File: src/rtl/alu_pkg.sv
// Shared ALU/MDU control codes, ALUOp encodings and issue FSM state type.
package alu_pkg;

    localparam int ALUOP_W = 2;
    localparam int CODE_W  = 5;

    localparam logic [ALUOP_W-1:0] ALUOP_ADD   = 2'b00;
    localparam logic [ALUOP_W-1:0] ALUOP_SUB   = 2'b01;
    localparam logic [ALUOP_W-1:0] ALUOP_FUNCT = 2'b10;
    localparam logic [ALUOP_W-1:0] ALUOP_RSVD  = 2'b11;

    localparam logic [CODE_W-1:0] ALU_ADD  = 5'd0;
    localparam logic [CODE_W-1:0] ALU_SUB  = 5'd1;
    localparam logic [CODE_W-1:0] ALU_AND  = 5'd2;
    localparam logic [CODE_W-1:0] ALU_OR   = 5'd3;
    localparam logic [CODE_W-1:0] ALU_XOR  = 5'd4;
    localparam logic [CODE_W-1:0] ALU_SLT  = 5'd5;
    localparam logic [CODE_W-1:0] ALU_SLL  = 5'd6;
    localparam logic [CODE_W-1:0] ALU_SRL  = 5'd7;
    localparam logic [CODE_W-1:0] ALU_SRA  = 5'd8;
    localparam logic [CODE_W-1:0] ALU_SLTU = 5'd9;

    // MDU codes are MDU_BASE + funct3: MUL, MULH, MULHSU, MULHU, DIV, DIVU, REM, REMU
    localparam logic [CODE_W-1:0] MDU_BASE = 5'd16;

    typedef enum logic [1:0] {
        IDLE = 2'd0,
        BUSY = 2'd1,
        HOLD = 2'd2
    } state_t;

endpackage

File: src/rtl/alu_issue_ctrl_if.sv
// Decode-side handshake bundle: request fields in, registered control word out.
interface alu_issue_ctrl_if
    import alu_pkg::*;
#(
    parameter int CTRL_W = 5
);
    logic               flush;
    logic               in_valid;
    logic               in_ready;
    logic               opb5;
    logic [2:0]         funct3;
    logic               funct7b5;
    logic               funct7b0;
    logic [ALUOP_W-1:0] ALUOp;
    logic               out_valid;
    logic               out_ready;
    logic [CTRL_W-1:0]  ALUControl;
    logic               unit_sel;
    logic               illegal;

    modport master (
        output flush, in_valid, opb5, funct3, funct7b5, funct7b0, ALUOp, out_ready,
        input  in_ready, out_valid, ALUControl, unit_sel, illegal
    );

    modport slave (
        input  flush, in_valid, opb5, funct3, funct7b5, funct7b0, ALUOp, out_ready,
        output in_ready, out_valid, ALUControl, unit_sel, illegal
    );

endinterface

File: src/rtl/alu_op_decode.sv
// Combinational funct/ALUOp -> control code, unit select, illegal and divide flags.
// Zero latency; no handshake.
module alu_op_decode
    import alu_pkg::*;
#(
    parameter bit EN_MEXT = 1'b1
) (
    input  logic [ALUOP_W-1:0] alu_op,
    input  logic               opb5,
    input  logic [2:0]         funct3,
    input  logic               funct7b5,
    input  logic               funct7b0,
    output logic [CODE_W-1:0]  code,
    output logic               unit_sel,
    output logic               illegal,
    output logic               is_mop,
    output logic               is_div
);

    always_comb begin
        code     = ALU_ADD;
        unit_sel = 1'b0;
        illegal  = 1'b0;
        is_mop   = 1'b0;
        is_div   = 1'b0;
        case (alu_op)
            ALUOP_ADD: code = ALU_ADD;
            ALUOP_SUB: code = ALU_SUB;
            ALUOP_RSVD: illegal = 1'b1;
            default: begin
                if (opb5 && funct7b0) begin
                    // M-extension space; SUB/SRA bit alongside it is not a valid encoding
                    if (funct7b5 || !EN_MEXT) begin
                        illegal = 1'b1;
                    end else begin
                        code     = MDU_BASE + {2'b00, funct3};
                        unit_sel = 1'b1;
                        is_mop   = 1'b1;
                        is_div   = funct3[2];
                    end
                end else begin
                    case (funct3)
                        3'b000:  code = (opb5 && funct7b5) ? ALU_SUB : ALU_ADD;
                        3'b001:  code = ALU_SLL;
                        3'b010:  code = ALU_SLT;
                        3'b011:  code = ALU_SLTU;
                        3'b100:  code = ALU_XOR;
                        3'b101:  code = funct7b5 ? ALU_SRA : ALU_SRL;
                        3'b110:  code = ALU_OR;
                        default: code = ALU_AND;
                    endcase
                end
            end
        endcase
    end

endmodule

File: src/rtl/alu_issue_ctrl.sv
// Registered ALU/MDU issue controller: ALU ops 1 cycle, MUL 1+MUL_LAT, DIV/REM 1+DIV_LAT.
// in_ready low while BUSY or while a held result is not taken; outputs hold until out_ready.
module alu_issue_ctrl
    import alu_pkg::*;
#(
    parameter int CTRL_W  = 5,
    parameter bit EN_MEXT = 1'b1,
    parameter int MUL_LAT = 2,
    parameter int DIV_LAT = 32
) (
    input  logic             clk,
    input  logic             reset_n,
    alu_issue_ctrl_if.slave  io
);

    localparam int MAX_LAT = (MUL_LAT > DIV_LAT) ? MUL_LAT : DIV_LAT;
    localparam int CNT_W   = $clog2(MAX_LAT + 1);

    state_t             state;
    logic [CNT_W-1:0]   cnt;
    logic               rdy_en;
    logic               out_vld_q;
    logic [CTRL_W-1:0]  ctrl_q;
    logic               unit_q;
    logic               ill_q;
    logic               accept;

    logic [CODE_W-1:0]  dec_code;
    logic               dec_unit;
    logic               dec_ill;
    logic               dec_mop;
    logic               dec_div;

    alu_op_decode #(.EN_MEXT(EN_MEXT)) u_dec (
        .alu_op   (io.ALUOp),
        .opb5     (io.opb5),
        .funct3   (io.funct3),
        .funct7b5 (io.funct7b5),
        .funct7b0 (io.funct7b0),
        .code     (dec_code),
        .unit_sel (dec_unit),
        .illegal  (dec_ill),
        .is_mop   (dec_mop),
        .is_div   (dec_div)
    );

    // rdy_en keeps in_ready low until the first edge after reset release
    assign io.in_ready = rdy_en && !io.flush &&
                         ((state == IDLE) || ((state == HOLD) && io.out_ready));
    assign accept      = io.in_valid && io.in_ready;

    always_ff @(posedge clk or negedge reset_n) begin
        if (!reset_n) begin
            state     <= IDLE;
            cnt       <= '0;
            rdy_en    <= 1'b0;
            out_vld_q <= 1'b0;
            ctrl_q    <= '0;
            unit_q    <= 1'b0;
            ill_q     <= 1'b0;
        end else begin
            rdy_en <= 1'b1;
            if (io.flush) begin
                state     <= IDLE;
                cnt       <= '0;
                out_vld_q <= 1'b0;
            end else if (accept) begin
                ctrl_q <= CTRL_W'(dec_code);
                unit_q <= dec_unit;
                ill_q  <= dec_ill;
                if (dec_mop) begin
                    state     <= BUSY;
                    cnt       <= dec_div ? CNT_W'(DIV_LAT) : CNT_W'(MUL_LAT);
                    out_vld_q <= 1'b0;
                end else begin
                    state     <= HOLD;
                    out_vld_q <= 1'b1;
                end
            end else begin
                case (state)
                    BUSY: begin
                        if (cnt == CNT_W'(1)) begin
                            state     <= HOLD;
                            cnt       <= '0;
                            out_vld_q <= 1'b1;
                        end else begin
                            cnt <= cnt - CNT_W'(1);
                        end
                    end
                    HOLD: begin
                        if (io.out_ready) begin
                            state     <= IDLE;
                            out_vld_q <= 1'b0;
                        end
                    end
                    default: ;
                endcase
            end
        end
    end

    assign io.out_valid  = out_vld_q;
    assign io.ALUControl = ctrl_q;
    assign io.unit_sel   = unit_q;
    assign io.illegal    = ill_q;

endmodule
File: src/flat_wrapper.sv
// flat-port wrapper written by rule: the top's interface ports become plain ports
module alu_issue_ctrl_flat import alu_pkg::*;
#(
    parameter int CTRL_W  = 5,
    parameter bit EN_MEXT = 1'b1,
    parameter int MUL_LAT = 2,
    parameter int DIV_LAT = 32
)
  (clk, reset_n, io_flush, io_in_valid, io_opb5, io_funct3, io_funct7b5, io_funct7b0, io_ALUOp, io_out_ready, io_in_ready, io_out_valid, io_ALUControl, io_unit_sel, io_illegal);
  alu_issue_ctrl_if #(.CTRL_W(CTRL_W)) io_i ();
  input  logic clk;
  input  logic reset_n;
  input wire logic [$bits(io_i.flush)-1:0] io_flush;
  input wire logic [$bits(io_i.in_valid)-1:0] io_in_valid;
  input wire logic [$bits(io_i.opb5)-1:0] io_opb5;
  input wire logic [$bits(io_i.funct3)-1:0] io_funct3;
  input wire logic [$bits(io_i.funct7b5)-1:0] io_funct7b5;
  input wire logic [$bits(io_i.funct7b0)-1:0] io_funct7b0;
  input wire logic [$bits(io_i.ALUOp)-1:0] io_ALUOp;
  input wire logic [$bits(io_i.out_ready)-1:0] io_out_ready;
  output wire logic [$bits(io_i.in_ready)-1:0] io_in_ready;
  output wire logic [$bits(io_i.out_valid)-1:0] io_out_valid;
  output wire logic [$bits(io_i.ALUControl)-1:0] io_ALUControl;
  output wire logic [$bits(io_i.unit_sel)-1:0] io_unit_sel;
  output wire logic [$bits(io_i.illegal)-1:0] io_illegal;
  assign io_i.flush = io_flush;
  assign io_i.in_valid = io_in_valid;
  assign io_i.opb5 = io_opb5;
  assign io_i.funct3 = io_funct3;
  assign io_i.funct7b5 = io_funct7b5;
  assign io_i.funct7b0 = io_funct7b0;
  assign io_i.ALUOp = io_ALUOp;
  assign io_i.out_ready = io_out_ready;
  assign io_in_ready = io_i.in_ready;
  assign io_out_valid = io_i.out_valid;
  assign io_ALUControl = io_i.ALUControl;
  assign io_unit_sel = io_i.unit_sel;
  assign io_illegal = io_i.illegal;
  alu_issue_ctrl #(.CTRL_W(CTRL_W), .EN_MEXT(EN_MEXT), .MUL_LAT(MUL_LAT), .DIV_LAT(DIV_LAT)) u_core (.clk(clk), .reset_n(reset_n), .io(io_i));
endmodule
File: config.mk
export PLATFORM = sky130hd
export DESIGN_NAME = alu_issue_ctrl_flat
export DESIGN_NICKNAME = d
export VERILOG_FILES = /design/src/rtl/alu_pkg.sv /design/src/rtl/alu_issue_ctrl_if.sv /design/src/rtl/alu_op_decode.sv /design/src/rtl/alu_issue_ctrl.sv /design/src/flat_wrapper.sv
export SDC_FILE = /design/constraint.sdc
export NUM_CORES = 1
export LEC_CHECK = 0
export ABC_AREA = 1
export CORE_ASPECT_RATIO = 1.4
export CORE_UTILIZATION = 45
export CTS_BUF_LIST = sky130_fd_sc_hd__clkbuf_2 sky130_fd_sc_hd__clkbuf_4 sky130_fd_sc_hd__clkbuf_8
export CTS_CLUSTER_SIZE = 30
export DETAILED_ROUTE_END_ITERATION = 16
export PLACE_DENSITY = 0.72
export REMOVE_ABC_BUFFERS = 1
export SKIP_CTS_REPAIR_TIMING = 1
export SLEW_MARGIN = 20
export SYNTH_ARGS = -nofsm -noshare
export SYNTH_HDL_FRONTEND = slang
export SYNTH_SLANG_ARGS = --single-unit
File: constraint.sdc
create_clock -name clk -period 1.7 [get_ports clk]
set_clock_uncertainty 0.05 [all_clocks]
set_input_delay 0.34 -clock clk [delete_from_list [all_inputs] [get_ports clk]]
set_output_delay 0.34 -clock clk [all_outputs]
set_load 0.02 [all_outputs]
Yosys cells after proc, flatten, opt, wreduce, memory -nomap -nowiden:

Index checks and enable logic that the tools add are counted.

* add/subtract/negate cells: 2
* eq/ne operators: 14
* multiplexer cells: 33
* bitwise gates (word level): 1
* reduce and logical (&&, ||, !) cells: 19

Operators by type and width (count)
* 2-to-1 mux 6 bit: 6
* one-hot mux 4 bit (7 select lines): 1
* 2-to-1 mux 1 bit: 14
* 2-to-1 mux 2 bit: 5
* 2-to-1 mux 5 bit: 2
* one-hot mux 5 bit (2 select lines): 1
* equality test 3 bit, second input constant: 3
* equality test 3 x 2 -> 1 bit, second input constant: 2
* equality test 6 x 1 -> 1 bit, second input constant: 1
* logical AND 1 bit: 6
* subtractor 6 x 1 -> 6 bit, second input constant: 1
* adder 5 x 3 -> 5 bit, first input constant: 1
* equality test 2 x 1 -> 1 bit, second input constant: 2
* equality test 2 bit, second input constant: 2
* zero test 2 bit: 2
* 2-to-1 mux 4 bit: 1
* != test 4 x 2 -> 1 bit, second input constant: 1
* != test 4 x 3 -> 1 bit, second input constant: 1
* one-hot mux 1 bit (2 select lines): 2
* one-hot mux 2 bit (2 select lines): 1
* AND reduction 2 bit: 2
* nonzero test 4 bit: 1
* OR reduction 2 bit: 2
* equality test 3 x 1 -> 1 bit, second input constant: 1
* other kinds (8): 8

* register bits after elaboration: 17
* bits of input ports: 13
* output and inout port bits: 9
* word-level logic and storage cells: 76

Depth between registers and ports, before layout:

* word-level depth: 7
* mapped depth: 9
* depth with buffers taken out: 9

Hierarchy:

A second synthesis with hierarchy kept.

* cells, all modules: 152
* area total of the unflattened synthesis: 1158.6 sq um

Modules (own cells, without submodules)
* alu_issue_ctrl: instances 1, cells each 102, area each 920.9 sq um, sequential area each 400.4 sq um
* alu_op_decode: instances 1, cells each 50, area each 237.7 sq um, sequential area each 0.0 sq um

Worst setup path after synthesis:

No wires, ideal clock.

* path kind: register -> register
* start point: reg, netlist name u_core.io.out_valid
* end point: reg u_core.cnt[5]
* library setup time: 66 ps
* arrival time: 1259 ps
* data required time: 1584 ps
* slack: 326 ps
* cell stages (with the launch flop): 8
* buffers on the path: 0
* clock period less this slack: 1374 ps
* cell sequence: dfrtp_1 > inv_1 > nor2_1 > nor3_4 > nand2_4 > nand2_2 > nand3_1 > nand2_1

RTL lines
* to (signal assigned): line alu_issue_ctrl.sv:73 `cnt <= dec_div ? CNT_W'(DIV_LAT) : CNT_W'(MUL_LAT);`
* to (signal assigned): line alu_issue_ctrl.sv:87 `cnt <= cnt - CNT_W'(1);`
* to (decl): line alu_issue_ctrl.sv:20 `logic [CNT_W-1:0] cnt;`

Worst setup path after layout:

* start point: reg u_core.ctrl_q[2], in the netlist u_core.io.ALUControl[2]
* end point: out io_ALUControl[2]

RTL lines
* from (decl): line alu_issue_ctrl.sv:23 `logic [CTRL_W-1:0] ctrl_q;`
* from (signal assigned): line alu_issue_ctrl.sv:68 `ctrl_q <= CTRL_W'(dec_code);`
* to (decl): line flat_wrapper.sv:23 `output wire logic [$bits(io_i.ALUControl)-1:0] io_ALUControl;`

No word-level cell between the ends.

==> impl_metrics.env <==
export IMPL_path_class="reg2out"
export IMPL_routed_via_density=5.30
export IMPL_clk_pin_slew_worst_paths_ns=0.10
export IMPL_synth_distinct_cells=20
export IMPL_period_share_pct=97.2
export IMPL_mostFrequentLayoutCells="nand2_1 (42), nor2_1 (24), inv_1 (20)"
export IMPL_ant_nets=0
export IMPL_yosys_warnings=0
export IMPL_slew_viol_final=0
export IMPL_place_congestion=0.879
export IMPL_timing_critical_path_depth=1
export IMPL_drc_errors=0
export IMPL_hold_violations=0
export IMPL_cts_num_sinks=16
export IMPL_ys_ff_latch=16
export IMPL_path_buf_inv=1
export IMPL_rsz0062_at_grt="false"
export IMPL_fin_area_mm2=0.00147
export IMPL_drtIter0Drc=17
export IMPL_power_density_mw_per_mm2=743
export IMPL_grt_overflow_total=0
export IMPL_p_clk_share_pct=23.8
export IMPL_p_seq_share_pct=41.9
export IMPL_clock_latency_ns=0.29
export IMPL_rows=20
export IMPL_fp_dieH_um=59.4
export IMPL_wirelength_mm=2.62
export IMPL_yosysTopAreaCellShare_pct=37.9
export IMPL_p_comb_share_pct=34.3
export IMPL_swShare_pct=33.2
export IMPL_utilization_pct=66.7
export IMPL_drive_gt1_share_pct=14.1
export IMPL_die_x_um=43.0
export IMPL_top_layer="met4"
export IMPL_synthCells=156
export IMPL_yosysSeqAreaShare_pct=37.9
export IMPL_vias=1165
export IMPL_grt_pass1_vias=1121
export IMPL_crit_path_start_kind="flip-flop"
export IMPL_yosysTopAreaCell="dfrtp_1"
export IMPL_hold_ws_ns=0.308
export IMPL_p_sw_mw=0.362
export IMPL_reg2reg_depth=8
export IMPL_dp_worst_setup_slack_ns=-0.306
export IMPL_grt_pass1_wl_mm=4.68
export IMPL_crit_fanout=2
export IMPL_grtUsageTotal_pct=24.2
export IMPL_clock_path_buffers=2
export IMPL_setup_violations=0
export IMPL_worstPathArrival_ns=1.26
export IMPL_r2r_end="u_core.cnt[5]"
export IMPL_power_internal_mw=0.729
export IMPL_cpMaxStageDelayCell="clkdlybuf4s50_1"
export IMPL_hold_path_class="in2async"
export IMPL_crit_chain="clkdlybuf4s50_1"
export IMPL_worstSetupEndpointType="output pin"
export IMPL_status="completed"
export IMPL_leakage_nw=0.831
export IMPL_synthTopCellsByArea="dfrtp_1 (38%), nand2_1 (15%), nand3_1 (9.0%)"
export IMPL_synth_area_mm2=0.00106
export IMPL_cts_tree="built"
export IMPL_vdd_drop_max_v=0.000484
export IMPL_dieArea_mm2=0.00255
export IMPL_wl_met1_mm=1.07
export IMPL_numCtsBuffers=3
export IMPL_drv_cap=0
export IMPL_cts_htree_levels=1
export IMPL_grt_max_degree=17
export IMPL_dp_hpwl_mm=2.12
export IMPL_ios=22
export IMPL_placed_cell_area_mm2=0.00143
export IMPL_antenna_found_initial=0
export IMPL_fmaxAchievable_ghz=0.605
export IMPL_synth_area_per_cell_um2=6.78
export IMPL_cp_top_family="buffers and inverters"
export IMPL_avgRoutedWirePerCell_um=11.9
export IMPL_min_period_ns=1.65
export IMPL_numPortBuffers=21
export IMPL_reg2reg_from="u_core.state[0]"
export IMPL_critPathMaxStageDelay_ns=0.61
export IMPL_layout_commonest_cell="nand2_1"
export IMPL_finalNetCount=214
export IMPL_firstDrtPassIters=4
export IMPL_diodes=0
export IMPL_area_delta_synth_final_pct=38.9
export IMPL_cp_required_ns=1.31
export IMPL_cts_root_buf="clkbuf_4"
export IMPL_met2_length_mm=1.43
export IMPL_worst_slack_ns=0.0470
export IMPL_rrSetupSlack_ns=0.15
export IMPL_p_total_mw=1.09
export IMPL_core_area_mm2=0.00220
export IMPL_met3_length_um=51
export IMPL_start_util_pct=48.0
[state kept, by name (all words and copies together) (netlist names)]
register              flops
u_core.cnt                6
u_core.io.ALUControl      5
u_core.io.illegal         1
u_core.io.out_valid       1
u_core.io.unit_sel        1
u_core.rdy_en             1
u_core.state              1
[area by class of cell]
| class | count | area (um^2) |
|---|---|---|
| clock buffers | 4 | 36.3 |
| fillers | 207 | 733 |
| inverters | 21 | 78.8 |
| multi-input cells | 118 | 573 |
| flip-flops and latches | 16 | 400 |
| well taps | 22 | 27.5 |
| repair buffers | 39 | 353 |
[cells by family (layout without fill, tap and decap cells)]
group	after synthesis	in the layout	synth area share (%)
AO/OA/AOI/OAI	14	14	7.10
adder cells (fa/ha/maj)	2	2	2.37
other	1	1	0.355
AND/OR/NAND/NOR	98	98	41.9
flip-flops	16	16	37.9
buffers and inverters	22	64	7.93
XOR/XNOR	3	3	2.49
[cells in the mapped netlist (all sizes together)]
cell    count
nor2       24
buf         1
nor3        1
o211ai      1
ha          2
dfrtp      16
xor2        3
a21oi       2
nand3      20
o31ai       1
nand2      45
o21ai      10
nand4       8
conb        1
inv        21
[routing by layer]
metal,global-route usage (%),up-vias
met5,0,-
met4,10.4,0
met3,2.13,7
met2,45.7,20
met1,27.2,555
li1,-,583
[power groups by stage]
stage               Clock [mW]  Combinational, mW  Sequential (mW)
floorplan                    0              0.175            0.493
global placement             0              0.366            0.463
detailed placement           0              0.376            0.466
CTS                      0.261              0.378            0.458
global route             0.282              0.416            0.463
finish                   0.259              0.375            0.457
[worst max-delay path by stage]
| stage | from | to | slack [ns] |
|---|---|---|---|
| final | u_core.io.ALUControl[2] | io_ALUControl[2] | 0.05 |
| after floorplan | u_core.io.out_valid | u_core.cnt[5] | 0.21 |
| after global placement | io_flush | io_in_ready | -0.29 |
| after detailed placement | io_flush | io_in_ready | -0.31 |
| after CTS | io_flush | io_in_ready | -0.31 |
| after global routing | u_core.io.ALUControl[0] | io_ALUControl[0] | 0.005 |
[stage by stage]
stage | std cells | TNS (ns)
2_1_floorplan | 155 | 0
3_3_place_gp | 216 | -1.32
3_5_place_dp | 216 | -1.70
4_1_cts | 220 | -0.376
5_1_grt | 220 | 0
6_report | 220 | 0
Note: power is estimated with default switching activity, not from simulation.
